<file path="src/rtl/lockreg_pkg.sv">
// rtl/lockreg_pkg.sv - shared state encoding and default sizes for the lock register bank
package lockreg_pkg;

    localparam int NREGS_DEF = 4;
    localparam int W_DEF     = 8;

    typedef enum logic [1:0] {
        IDLE  = 2'd0,
        ARB   = 2'd1,
        WRITE = 2'd2,
        ACK   = 2'd3
    } state_t;

endpackage

</file>
<file path="src/rtl/rr_arb2.sv">
// rtl/rr_arb2.sv - two-way round-robin arbiter with a last-grant pointer
module rr_arb2 (
    input  logic       clk,
    input  logic       rst_n,
    input  logic [1:0] req,
    input  logic       update,
    output logic       gnt_valid,
    output logic       gnt_idx
);

    logic last_gnt;

    // On a tie the requester not served last wins; a lone request wins outright.
    always_comb begin
        gnt_valid = |req;
        gnt_idx   = (req == 2'b11) ? ~last_gnt : req[1];
    end

    always_ff @(posedge clk) begin
        if (!rst_n)
            last_gnt <= 1'b0;
        else if (update && gnt_valid)
            last_gnt <= gnt_idx;
    end

endmodule

</file>
<file path="src/rtl/lockreg_bank_ctrl.sv">
// rtl/lockreg_bank_ctrl.sv - two-requester register bank with sticky per-register write locks
module lockreg_bank_ctrl
    import lockreg_pkg::*;
#(
    parameter int NREGS = NREGS_DEF,
    parameter int W     = W_DEF
) (
    input  logic                     clk,
    input  logic                     rst_n,
    input  logic                     req0_valid,
    input  logic [$clog2(NREGS)-1:0] req0_addr,
    input  logic [W-1:0]             req0_data,
    input  logic                     req0_lock,
    output logic                     req0_ready,
    output logic                     req0_err,
    input  logic                     req1_valid,
    input  logic [$clog2(NREGS)-1:0] req1_addr,
    input  logic [W-1:0]             req1_data,
    input  logic                     req1_lock,
    output logic                     req1_ready,
    output logic                     req1_err,
    input  logic                     lock_all,
    output logic [NREGS*W-1:0]       reg_q,
    output logic [NREGS-1:0]         lock_q,
    output logic                     busy
);

    localparam int AW = $clog2(NREGS);

    state_t         state;
    logic [AW-1:0]  hold_addr;
    logic [W-1:0]   hold_data;
    logic           hold_lock;
    logic           hold_idx;
    logic           gnt_valid;
    logic           gnt_idx;
    logic           reject;

    rr_arb2 u_arb (
        .clk       (clk),
        .rst_n     (rst_n),
        .req       ({req1_valid, req0_valid}),
        .update    (state == ARB),
        .gnt_valid (gnt_valid),
        .gnt_idx   (gnt_idx)
    );

    // lock_all on the write edge wins over the pending write
    assign reject = lock_all | lock_q[hold_addr];
    assign busy   = (state != IDLE);

    always_ff @(posedge clk) begin
        if (!rst_n) begin
            state      <= IDLE;
            reg_q      <= '0;
            lock_q     <= '0;
            hold_addr  <= '0;
            hold_data  <= '0;
            hold_lock  <= 1'b0;
            hold_idx   <= 1'b0;
            req0_ready <= 1'b0;
            req1_ready <= 1'b0;
            req0_err   <= 1'b0;
            req1_err   <= 1'b0;
        end else begin
            req0_ready <= 1'b0;
            req1_ready <= 1'b0;
            req0_err   <= 1'b0;
            req1_err   <= 1'b0;
            case (state)
                IDLE: begin
                    if (req0_valid || req1_valid)
                        state <= ARB;
                end
                ARB: begin
                    if (gnt_valid) begin
                        hold_idx  <= gnt_idx;
                        hold_addr <= gnt_idx ? req1_addr : req0_addr;
                        hold_data <= gnt_idx ? req1_data : req0_data;
                        hold_lock <= gnt_idx ? req1_lock : req0_lock;
                        state     <= WRITE;
                    end else begin
                        state <= IDLE;
                    end
                end
                WRITE: begin
                    if (!reject) begin
                        reg_q[hold_addr*W +: W] <= hold_data;
                        if (hold_lock)
                            lock_q[hold_addr] <= 1'b1;
                    end
                    // ready/err are registered here so they are high exactly during ACK
                    req0_ready <= ~hold_idx;
                    req1_ready <= hold_idx;
                    req0_err   <= ~hold_idx & reject;
                    req1_err   <= hold_idx & reject;
                    state      <= ACK;
                end
                default: begin
                    state <= IDLE;
                end
            endcase
            if (lock_all)
                lock_q <= '1;
        end
    end

endmodule
</file>
<file path="config.mk">
export PLATFORM = sky130hd
export DESIGN_NAME = lockreg_bank_ctrl
export DESIGN_NICKNAME = d
export VERILOG_FILES = /design/src/rtl/lockreg_pkg.sv /design/src/rtl/rr_arb2.sv /design/src/rtl/lockreg_bank_ctrl.sv
export SDC_FILE = /design/constraint.sdc
export NUM_CORES = 1
export LEC_CHECK = 0
export BUFFER_PORTS_ARGS = -buffer_cell sky130_fd_sc_hd__buf_4
export CAP_MARGIN = 40
export CORE_AREA = 2 2 88 90
export CTS_CLUSTER_SIZE = 28
export DETAILED_ROUTE_END_ITERATION = 8
export DIE_AREA = 0 0 90 92
export PLACE_DENSITY_LB_ADDON = 0.05
export REMOVE_ABC_BUFFERS = 1
export SKIP_CTS_REPAIR_TIMING = 1
export SYNTH_ARGS = -nofsm -noshare
export SYNTH_HDL_FRONTEND = slang
export SYNTH_SLANG_ARGS = --single-unit
</file>
<file path="constraint.sdc">
create_clock -name clk -period 6.4 [get_ports clk]
set_input_delay 0.32 -clock clk [delete_from_list [all_inputs] [get_ports clk]]
set_output_delay 0.32 -clock clk [all_outputs]
set_load 0.05 [all_outputs]
</file>
; ---- Word level (Yosys, flattened, before mapping)
; Cells that the tools add are included.
; Widths: inputs -> output; s select.
[totals]
latch_bits = 0
mem_count = 0
output_inout_bits = 41
register_bits = 55
ramBits = 0
wordCells = 57
input_bits = 27
mem_bits_ro = 0
[op_classes]
n_eq_ne = 5
reduce_logical = 12
add_sub_neg = 1
div_mod_pow = 0
bitwise_logic = 7
shift = 2
mux = 16
n_mul = 0
order_cmp = 2
[op_table]
columns = operator, n
row1 = $neg 5->34, 1
row2 = $shift 8x34->32 const A, 1
row3 = $shiftx 8x34->32, 1
row4 = $bwmux 32, 1
row5 = $mux 4, 4
row6 = $mux 8, 1
row7 = $mux 2, 3
row8 = $pmux 2 s3, 1
row9 = $reduce_and 2->1, 3
row10 = $reduce_bool 2->1, 3
row11 = $eq 2x2->1 const B, 2
row12 = $mux 1, 4
row13 = $ne 2x2->1 const B, 2
row14 = $or 4x4->4, 1
row15 = $lt 2x3->1 const B, 1
row16 = $not 1->1, 3
row17 = $reduce_and 3->1, 1
row18 = $and 1x1->1, 2
row19 = $bmux 1 s2, 1
row20 = $demux 1 s2, 1
row21 = $eq 2x1->1 const B, 1
row22 = $ge 2x1->1 const B, 1
row23 = $logic_and 1x1->1, 2
row24 = $logic_not 2->1, 1
row25 = 3 further kinds, 3

; ---- Depth between registers and ports, before layout
[logic_depth]
depth_word = 9
depth_mapped = 7
depth_no_buf = 5

; ---- Cells and area by module
; From an unflattened synthesis, not the netlist that was laid out.
[hier_totals]
cells_unflattened = 256
area_unflattened_um2 = 2502.4
[by_module_without_submodules]
columns = mod, n_inst, cells_per_inst, area_each_um2, seq_area_each_um2
row1 = lockreg_bank_ctrl, 1, 250, 2446.1, 1081.0
row2 = rr_arb2, 1, 6, 56.3, 20.0

; ---- Worst setup path before layout
; Ideal clock, no wire load.
[synth_path]
path_type = register to register
start = register hold_addr[0]
end = register reg_q[24]
slack_ps = 4373
n_path_buf = 1
path_stages_with_launch = 7
setup_ps = 72
required_time_ps = 6328
arrival_ps = 1955
synth_period_minus_slack_ps = 2027
path_cell_list = dfxtp_1 > buf_6 > inv_1 > ha_1 > nor4b_1 > nand3_1 > mux2i_1
[synth_via]
elab_chain_len = 5
word_cells_on_any_way = 9
[synth_lines]
columns = element, line
row1 = "start, declared", lockreg_bank_ctrl.sv:31  ; logic [AW-1:0] hold_addr;
row2 = "start signal, assigned", lockreg_bank_ctrl.sv:78  ; hold_addr <= gnt_idx ? req1_addr : req0_addr;
row3 = "parallel branches: the longest is 5 deep, another holds $neg 5->34", --
row4 = "end signal, assigned by index", lockreg_bank_ctrl.sv:88  ; reg_q[hold_addr*W +: W] <= hold_data;
row5 = "end, declared", lockreg_bank_ctrl.sv:23  ; output logic [NREGS*W-1:0] reg_q,
; Several ways; the timed one is not identified. The select of a mux whose other input is x is not followed.
; A chain may end at the register's enable or synchronous reset.

; ---- Final worst setup path
[layout_path]
start = register hold_addr[0]
end = register reg_q[31]
; The elaborated chain is that of the path after synthesis.

==> out/metrics.cfg <==
[global_route]
grt.total_usage_pct=14.9
grt_pass1_vias=1904
grt_pass1_wl_mm=9.81
grt_max_degree=73
antenna_found_initial=0
grt.overflow.total=0

[detailed_routing]
drt_iter0_drc=96
viasPerCell=4.74
dr_total_vias=1995
postRouteAntennaNets=0
wl_per_cell_um=14.4
wirelength_mm=6.08
dr.pass1.iters=4
drc=0

[power_and_ir_drop]
clkPwrFrac_pct=33.1
p_per_area_nw_per_um2=219
p_seq_share_pct=52.6
power_switching_uw=182
swShare_pct=26.5
vdd_drop_max_mv=0.0762
p_int_uw=505
p_comb_share_pct=14.3
power_leakage_uw=0.00122

[yosys]
synth_seq_area_share_pct=43.6
syn-cell-area_um2=2480
synth_common_cells=dfxtp_1 (54), mux2i_1 (43), nand2_1 (32), nand3_1 (29), clkbuf_1 (15)
synth_top_area_share_pct=43.6
synth_warnings=0
synth_area_per_cell_um2=9.54
synth.area.top_cells=dfxtp_1 (44%), mux2i_1 (17%), nand3_1 (5.8%)
syn_inst=260
async_reset_ff_share_pct=0
synth.distinct_cells=30
synth_seq_cells=54
synth.most_common_cell=dfxtp_1
synth_edf_count=0
post-synth-top-area-cell=dfxtp_1
synth_ff_type=dfxtp_1

[clock_network]
cts_sinks=54
htreeDepth=2
cts_buffers=5
clock_path_buffers=2
clock_latency_ns=0.31
clkSlewWorstSetupHoldPaths_ns=0.09
cts_tree=yes
root_buffer=clkbuf_8

[die]
pin_count=68
dieWidth_um=90
core.rowCount=32
die_area_um2=8280
die_y_um=92
coreArea_um2=7450
initial_utilization_pct=33.3

[critical_path]
critPathMaxFanout=13
reg2regPathDepth=6
r2r_start=hold_addr[0]
r2r_end=reg_q[31]
critPathLaunch=hold_addr[0]
crit_type=reg2reg
crit_required_ns=6.64
crit_arrival_ns=2.59
endpoint_kind=flip-flop
regToRegSetupSlack_ns=4.06
start_kind=flip-flop
worstSetupEndpoint=reg_q[31]

[min_path]
hp-start=lock_all
hold_class=in2reg

[placed_design]
post_dp_cell_area_um2=3040
hpwl_mm=4.16
gp_congestion=0.775
io_buffers=67

[finish]
synthToLayoutAreaGrowth_pct=26.6
drive_gt1_share_pct=27.6
design_area_um2=3140
fin_nets=353
antenna-diode-count=0
fill_cells=782

[timing]
tightest_slew_ns=0.709
setup_viol=0
post-route-period-util_pct=36.6
final.setup.tns_ns=0
slew_violations=0
rsz0062_at_grt=no
worst_clock_skew_ns=0.00668
fmax_mhz=427
slew_headroom_pct=52.7
hold_violations=0
whs_ns=0.303
fin_crit_ns=2.34

[outcome]
status=finished clean

[flow_run]
cap_violations=0

-- worst max-delay path: stages (launching register included) --
cell             delay, ns
dfxtp_1               0.59
inv_1                 0.17
ha_1                  0.41
nor4b_1               0.54
clkdlybuf4s15_2       0.33
nand3_1               0.08
mux2i_1               0.16
-- placed cells by master, fill, tap and decap left out, drive strengths merged --
cell type / n
a211oi: 11
or3: 1
mux4: 1
nor4bb: 1
clkdlybuf4s15: 1
mux2i: 43
buf: 71
nor2: 4
nor3: 2
nand3: 29
o21ai: 8
nand4: 3
nand4b: 1
a21boi: 1
and4bb: 5
o21a: 1
a21bo: 1
clkbuf: 7
inv: 8
nor2b: 4
dfxtp: 54
bufinv: 1
ha: 8
nand2: 32
and2b: 2
and3: 1
nor4b: 2
a21oi: 12
or2: 2
nand3b: 1
and2: 1
-- per-layer routing --
layer | global-route usage [%] | wire, µm
met2 | 22.3 | 2690
met4 | 4.62 | 81
met5 | 0 | 0
met1 | 21.6 | 3050
met3 | 2.96 | 263
-- power groups by stage --
stage	clock network (µW)	registers [µW]	logic (µW)
after floorplan	0	371	51.9
after global placement	0	369	98.4
after detailed placement	0	369	98.5
after CTS	237	362	98.8
after global routing	249	364	108
final	227	361	97.9
-- metrics by stage --
| stage | power [µW] | util [%] | instances | setup WS, ns |
|---|---|---|---|---|
| after floorplan | 423 | - | 239 | 4.32 |
| after global placement | 468 | 40.6 | 412 | 3.87 |
| after detailed placement | 468 | 40.8 | 413 | 4.06 |
| after CTS | 697 | 42.2 | 421 | 4.00 |
| after global routing | 721 | 42.2 | 421 | 3.73 |
| final | 687 | 42.2 | 421 | 4.06 |
-- cell families after synthesis --
| logic type | share of synthesized area [%] |
|---|---|
| AO/OA/AOI/OAI | 8.37 |
| adder cells (fa/ha/maj) | 4.03 |
| buffers and inverters | 5.95 |
| flip-flops | 43.6 |
| multiplexers | 18.3 |
| AND/OR/NAND/NOR | 19.8 |
-- registers in the layout (all words and copies together), names as in the netlist --
signal,flops
reg_q,32
hold_data,8
lock_q,4
hold_addr,2
state,2
hold_idx,1
hold_lock,1
req0_err,1
req0_ready,1
req1_err,1
req1_ready,1
-- layout make-up --
type	count	area, µm²	area share, %
inverter	8	30.0	0.956
timing repair buffer	72	544	17.3
sequential	54	1080	34.4
tap	102	128	4.06
clock inverter	1	30.0	0.956
multi-input combinational	177	1250	39.9
clock buffer	7	76.3	2.43
-- worst min-delay path by stage --
stage,end,slack [ns],cells past startpoint
4_1_cts,lock_q[3],0.30,3
3_5_place_dp,reg_q[19],0.45,2
6_report,lock_q[1],0.30,3
3_3_place_gp,reg_q[16],0.45,2
2_1_floorplan,req0_ready,0.43,1
5_1_grt,lock_q[1],0.32,3
(Power assumes the default switching activity.)
